$ cat src/rtl/pixel_queue_arb.sv
// rtl/pixel_queue_arb.sv - round-robin pixel accept from several engines into a show-ahead FIFO
// Drops consecutive duplicate coordinates per engine; head entry is tagged with its source engine.
module pixel_queue_arb #(
  parameter int DATA_WIDTH   = 32,
  parameter int RBG_SIZE     = 24,
  parameter int NUM_ENGINES  = 4,
  parameter int ENGINE_BITS  = 2,
  parameter int QUEUE_DEPTH  = 16,
  parameter int PTR_BITS     = 4,
  parameter int AFULL_MARGIN = 2
) (
  input  logic                              clk,
  input  logic                              reset,
  input  logic                              flush_i,
  input  logic [NUM_ENGINES-1:0]            fin_flag,
  input  logic [NUM_ENGINES*RBG_SIZE-1:0]   colour_i,
  input  logic [NUM_ENGINES*DATA_WIDTH-1:0] xpixel_i,
  input  logic [NUM_ENGINES*DATA_WIDTH-1:0] ypixel_i,
  output logic [NUM_ENGINES-1:0]            grant_o,
  output logic                              valid_o,
  input  logic                              ready_i,
  output logic [RBG_SIZE-1:0]               colour_o,
  output logic [DATA_WIDTH-1:0]             xpixel_o,
  output logic [DATA_WIDTH-1:0]             ypixel_o,
  output logic [ENGINE_BITS-1:0]            engine_id_o,
  output logic [PTR_BITS:0]                 count_o,
  output logic                              full_queue,
  output logic                              almost_full,
  output logic                              dup_drop_o
);

  localparam logic [PTR_BITS:0] DEPTH_C = (PTR_BITS+1)'(QUEUE_DEPTH);
  localparam logic [PTR_BITS:0] AFULL_C = (PTR_BITS+1)'(QUEUE_DEPTH - AFULL_MARGIN);

  logic [PTR_BITS-1:0]    wr_ptr, rd_ptr;
  logic [PTR_BITS:0]      count;
  logic [ENGINE_BITS-1:0] rr_ptr;
  logic [NUM_ENGINES-1:0] prev_valid, dup, eligible;
  logic [DATA_WIDTH-1:0]  prev_x [NUM_ENGINES];
  logic [DATA_WIDTH-1:0]  prev_y [NUM_ENGINES];

  logic [RBG_SIZE-1:0]    mem_colour [QUEUE_DEPTH];
  logic [DATA_WIDTH-1:0]  mem_x      [QUEUE_DEPTH];
  logic [DATA_WIDTH-1:0]  mem_y      [QUEUE_DEPTH];
  logic [ENGINE_BITS-1:0] mem_eng    [QUEUE_DEPTH];

  logic                   found, push, pop, drop;
  logic [ENGINE_BITS-1:0] gnt_idx, idx;
  logic [RBG_SIZE-1:0]    sel_colour;
  logic [DATA_WIDTH-1:0]  sel_x, sel_y;

  assign full_queue  = (count == DEPTH_C);
  assign almost_full = (count >= AFULL_C);
  assign valid_o     = (count != '0);
  assign count_o     = count;

  // Duplicates stay eligible when full: they consume the request without needing a slot.
  always_comb begin
    dup      = '0;
    eligible = '0;
    for (int i = 0; i < NUM_ENGINES; i++) begin
      dup[i] = prev_valid[i]
            && (xpixel_i[i*DATA_WIDTH +: DATA_WIDTH] == prev_x[i])
            && (ypixel_i[i*DATA_WIDTH +: DATA_WIDTH] == prev_y[i]);
      eligible[i] = fin_flag[i] && (dup[i] || !full_queue) && !flush_i;
    end
  end

  always_comb begin
    grant_o = '0;
    found   = 1'b0;
    gnt_idx = '0;
    idx     = '0;
    for (int off = 0; off < NUM_ENGINES; off++) begin
      idx = ENGINE_BITS'((int'(rr_ptr) + off) % NUM_ENGINES);
      if (!found && eligible[idx]) begin
        found        = 1'b1;
        gnt_idx      = idx;
        grant_o[idx] = 1'b1;
      end
    end
  end

  assign sel_colour = colour_i[gnt_idx*RBG_SIZE +: RBG_SIZE];
  assign sel_x      = xpixel_i[gnt_idx*DATA_WIDTH +: DATA_WIDTH];
  assign sel_y      = ypixel_i[gnt_idx*DATA_WIDTH +: DATA_WIDTH];

  assign push = found && !dup[gnt_idx];
  assign drop = found &&  dup[gnt_idx];
  assign pop  = valid_o && ready_i;

  always_ff @(posedge clk or negedge reset) begin
    if (!reset) begin
      wr_ptr     <= '0;
      rd_ptr     <= '0;
      count      <= '0;
      rr_ptr     <= '0;
      prev_valid <= '0;
      dup_drop_o <= 1'b0;
    end else if (flush_i) begin
      wr_ptr     <= '0;
      rd_ptr     <= '0;
      count      <= '0;
      prev_valid <= '0;
      dup_drop_o <= 1'b0;
    end else begin
      if (push) begin
        wr_ptr              <= wr_ptr + 1'b1;
        prev_valid[gnt_idx] <= 1'b1;
      end
      if (pop)
        rd_ptr <= rd_ptr + 1'b1;
      if (push && !pop)
        count <= count + 1'b1;
      else if (!push && pop)
        count <= count - 1'b1;
      if (found)
        rr_ptr <= ENGINE_BITS'((int'(gnt_idx) + 1) % NUM_ENGINES);
      dup_drop_o <= drop;
    end
  end

  // Storage and coordinate history are qualified by the pointers/prev_valid, so they need no reset.
  always_ff @(posedge clk) begin
    if (push) begin
      mem_colour[wr_ptr] <= sel_colour;
      mem_x[wr_ptr]      <= sel_x;
      mem_y[wr_ptr]      <= sel_y;
      mem_eng[wr_ptr]    <= gnt_idx;
      prev_x[gnt_idx]    <= sel_x;
      prev_y[gnt_idx]    <= sel_y;
    end
  end

  assign colour_o    = valid_o ? mem_colour[rd_ptr] : '0;
  assign xpixel_o    = valid_o ? mem_x[rd_ptr]      : '0;
  assign ypixel_o    = valid_o ? mem_y[rd_ptr]      : '0;
  assign engine_id_o = valid_o ? mem_eng[rd_ptr]    : '0;

endmodule

$ cat config.mk
export PLATFORM = sky130hd
export DESIGN_NAME = pixel_queue_arb
export DESIGN_NICKNAME = d
export VERILOG_FILES = /design/src/rtl/pixel_queue_arb.sv
export SDC_FILE = /design/constraint.sdc
export NUM_CORES = 2
export LEC_CHECK = 0
export ABC_AREA = 1
export ABC_CLOCK_PERIOD_IN_PS = 13970
export CAP_MARGIN = 10
export CORE_MARGIN = 3
export CORE_UTILIZATION = 31
export DETAILED_ROUTE_END_ITERATION = 6
export DONT_BUFFER_PORTS = 1
export PLACE_DENSITY = 0.42
export REMOVE_ABC_BUFFERS = 1
export SYNTH_ARGS = -nofsm -noshare
export SYNTH_HDL_FRONTEND = slang
export SYNTH_SLANG_ARGS = --single-unit
$ cat constraint.sdc
create_clock -name clk -period 13.97 [get_ports clk]
set_input_delay 2.794 -clock clk [delete_from_list [all_inputs] [get_ports clk]]
set_output_delay 2.794 -clock clk [all_outputs]
set_load 0.01 [all_outputs]
==> results.md <==
- # resized after CTS: 0
- Placed cell area: between 0.07 and 0.08 sq mm
- Gp weighted congestion: approximately 0.93
- Crit path max fanout: 7
- FF/Latch Area: 0.0514 sq mm
- Synthesis-to-layout area growth: 13.9%
- Row count: approximately 180
- Post-Synth Adder-Cell Area: 0.00318
- DR WL/cell: a little under 30 um
- Io pins: approximately 460
- Main combinational cell family by area after synthesis: compound AO/OA/AOI/OAI gates
- Cell count after synthesis: between 6000 and 7000
- Area taken by multi-input logic gates: 0.0191 sq mm
- Setup bufs post-CTS: 0
- Largest net degree at the start of global routing: 195
- Clock slew at reported path FFs: roughly 0.06 ns
- Final nets: about 6600
- Clock latency at the later pin of the worst-skew pair: between 0.8 and 0.9 ns
- Power, Total: between 0.02 and 0.03 W
- Core area: 0.234 sq mm
- Number of synthesized flops with an enable pin: approximately 1700
- Tot GR Track Use: 0.228
- Final ANT Viol Nets: 0
- Ys Warns: 0
- Critical Path Most Common Cell: nand3_1
- Relative slew slack: 0.105
- TritonCTS Sinks: roughly 1700
- RSZ-0062 raised after global routing: false
- Vias: about 50000
- TritonCTS clock tree: done
- Max-cap violations: 0
- 1st-pass router iterations: 6
- Post-synth top flop: edfxtp_1
- Final Hold Violating Endpoints: 0
- Starting density of the core: 0.313
- Worst clock skew: around 0.048 ns
- Critical Path RT: about 11 ns
- CP startpoint kind: primary input
- Cts bufs inserted: a little under 200
- Most frequent cells in the layout: 1696 x edfxtp_1, 940 x nor2_1, 744 x o21ai_0
- Hold Crit Class: flop to flop
- Grt met3 use: 0.0447
- Synth Area in Compound Gates: 0.133
- Sum of buffers and inverters on the critical path: 1
- Die width: between 400 and 500 um
- Fillers: 22850
- Worst path cell trace: xnor2_1, nand3_1, nor2_1, nand2_1, nor2_1, nand3_1, nand2_1, nand3_1, nand3_1, nand2_2, nand2_1, inv_2, nand3_1, o22ai_1, a21oi_1, o21ai_0
- Seq cells post-synth: between 1500 and 2000
- Post-synthesis mux area share: 0
- Syn Std Cell Area: about 0.073 sq mm
- Cts-stage hold buffer count: 0
- Synth cell types: between 40 and 50
- H-tree level count: 4
- M1 GR Usage: 0.304
- Most common cell after layout, fill and taps aside: edfxtp_1
- Combinational share of power: 0.410
- Setup tns final: 0 ns
- Post-route clock period utilization: 0.628
- Family with the most delay on the worst path: simple AND/OR/NAND/NOR gates
- Async set-or-reset flop fraction in the synthesized netlist: 0.0117
- Via density: between 5 and 6
- Crit. End Element: output pin
- Die Area: roughly 0.24 sq mm
- Worst endpoint data arrival time: 5.98 ns
- CP peak stage delay: slightly above 0.7 ns
- Outcome: complete, no violations
- Leakage power total: about 28 nW
- Sw frac: 0.425
- First-pass GRT wire length: 392000 um
- Vias in the first global route: 48049
- Sequential share of power: 0.403
- Gr busiest metal: met2
- Antenna violations before repair: 28
- Setup slack after layout: about 5.2 ns
- Die Y: about 500 um
- DRC Markers: 0
- Clock power share: 0.187
- Internal power: around 0.015 W
- Critical setup path kind: primary input to output pin
- Post-detail-place hpwl: 176000 um
- Final instance area: 0.0834 sq mm
- Clock period minus final worst setup slack: a little under 9 ns
- Layout cells sized above 1: 0.0769
- CTS root buf: clkbuf_16
- Net switching power: 0.0113 W
- Post-Route WL: between 200000 and 300000 um
- Final Setup Violations: 0
- Cell area power density: ~320 mW/mm^2
- Synth Area in XOR/XNOR: 0.00790
- Global route overflow: 0
- WHS: approximately 0.49 ns
- DP Worst Slack: around 4.4 ns
- Slew at the pin with the worst max-slew slack: approximately 1.3 ns
- Seq/Total Area, Yosys: 0.703
- Synth Area in Simple Gates: 0.115
- Clk buf depth: 3
- IO Port Bufs: 0
- Maximum vdd drop: between 700 and 800 uV
- Initial DRC Count: just under 5000
- Slowest stage cell on the critical path: nor2_1
- Peak Freq: 114 MHz
- Met2 Usage GRT: 0.365
- Post-Syn Area per Cell: 11.8 sq um
- Fin. max-slew vios: 0
==> through the flow <==
| stage | instances | utilization |
|---|---|---|
| after floorplan | 5830 | - |
| after global placement | 9110 | 0.330 |
| after detailed placement | 9110 | 0.330 |
| after CTS | 9463 | 0.356 |
| after global routing | 9505 | 0.357 |
| final | 9516 | 0.357 |
==> worst paths after layout <==
check	to	slack, ns	depth (start not counted)	startpoint
worst max-delay path	grant_o[2]	5.20	16	xpixel_i[2]
worst min-delay path	prev_valid[3]	0.49	1	prev_valid[3]
worst max register to register	mem_colour[5][0]	6.88	18	prev_x[0][2]
worst min register to register	prev_valid[3]	0.49	1	prev_valid[3]
max in group asynchronous	rd_ptr[0]	12.20	0	reset
min in group asynchronous	wr_ptr[2]	1.65	0	reset
==> flip-flops by register name, indices dropped and copies added, names as in the netlist <==
name,cells
count_o,5
dup_drop_o,1
mem_colour,384
mem_eng,32
mem_x,512
mem_y,512
prev_valid,4
prev_x,128
prev_y,128
rd_ptr,4
rr_ptr,2
wr_ptr,4
==> area by class of cell <==
cell class              instances  share of cell area
diodes                         51             0.00153
clock buffers                 254              0.0625
clock inverters                99              0.0105
inverters                     383              0.0177
multi-input cells            3731               0.229
flip-flops and latches       1716               0.617
well taps                    3132              0.0470
repair buffers                150              0.0146
==> kinds of logic after synthesis <==
logic type	count (synthesis)
adder cells (fa/ha/maj)	18
buffers and inverters	749
flip-flops	1716
XOR/XNOR	66
AND/OR/NAND/NOR	2037
AO/OA/AOI/OAI	1610
==> synth_stat cells (23+ instances only) <==
cell type	n	area, sq um
nand4_1	74	463
or2_1	32	200
nor2_1	961	3610
o211ai_1	109	818
a22oi_1	88	661
o221ai_1	253	2220
clkbuf_1	325	1220
o21ai_0	744	3720
xnor2_1	54	473
edfxtp_1	1696	50900
nand2_1	729	2740
inv_1	366	1370
a21oi_1	280	1400
o22ai_1	111	694
nor4_1	23	144
nand3_1	162	811
==> power groups by stage <==
stage                     clock network [W]  registers [W]  logic, W
final                               0.00498         0.0108    0.0109
after global routing                0.00528         0.0109    0.0119
after CTS                           0.00508         0.0108    0.0111
after detailed placement                  0         0.0108    0.0110
after global placement                    0         0.0108    0.0109
after floorplan                           0         0.0111   0.00548
==> per-layer routing <==
metal | vias up | wire length (um) | part of all wire
met2 | 1822 | 134000 | 0.47
met4 | 8 | 10800 | 0.038
met1 | 25891 | 121000 | 0.42
li1 | 22692 | - | -
met3 | 383 | 18900 | 0.067
met5 | - | 48 | 0.00017
(Power assumes the default switching activity.)
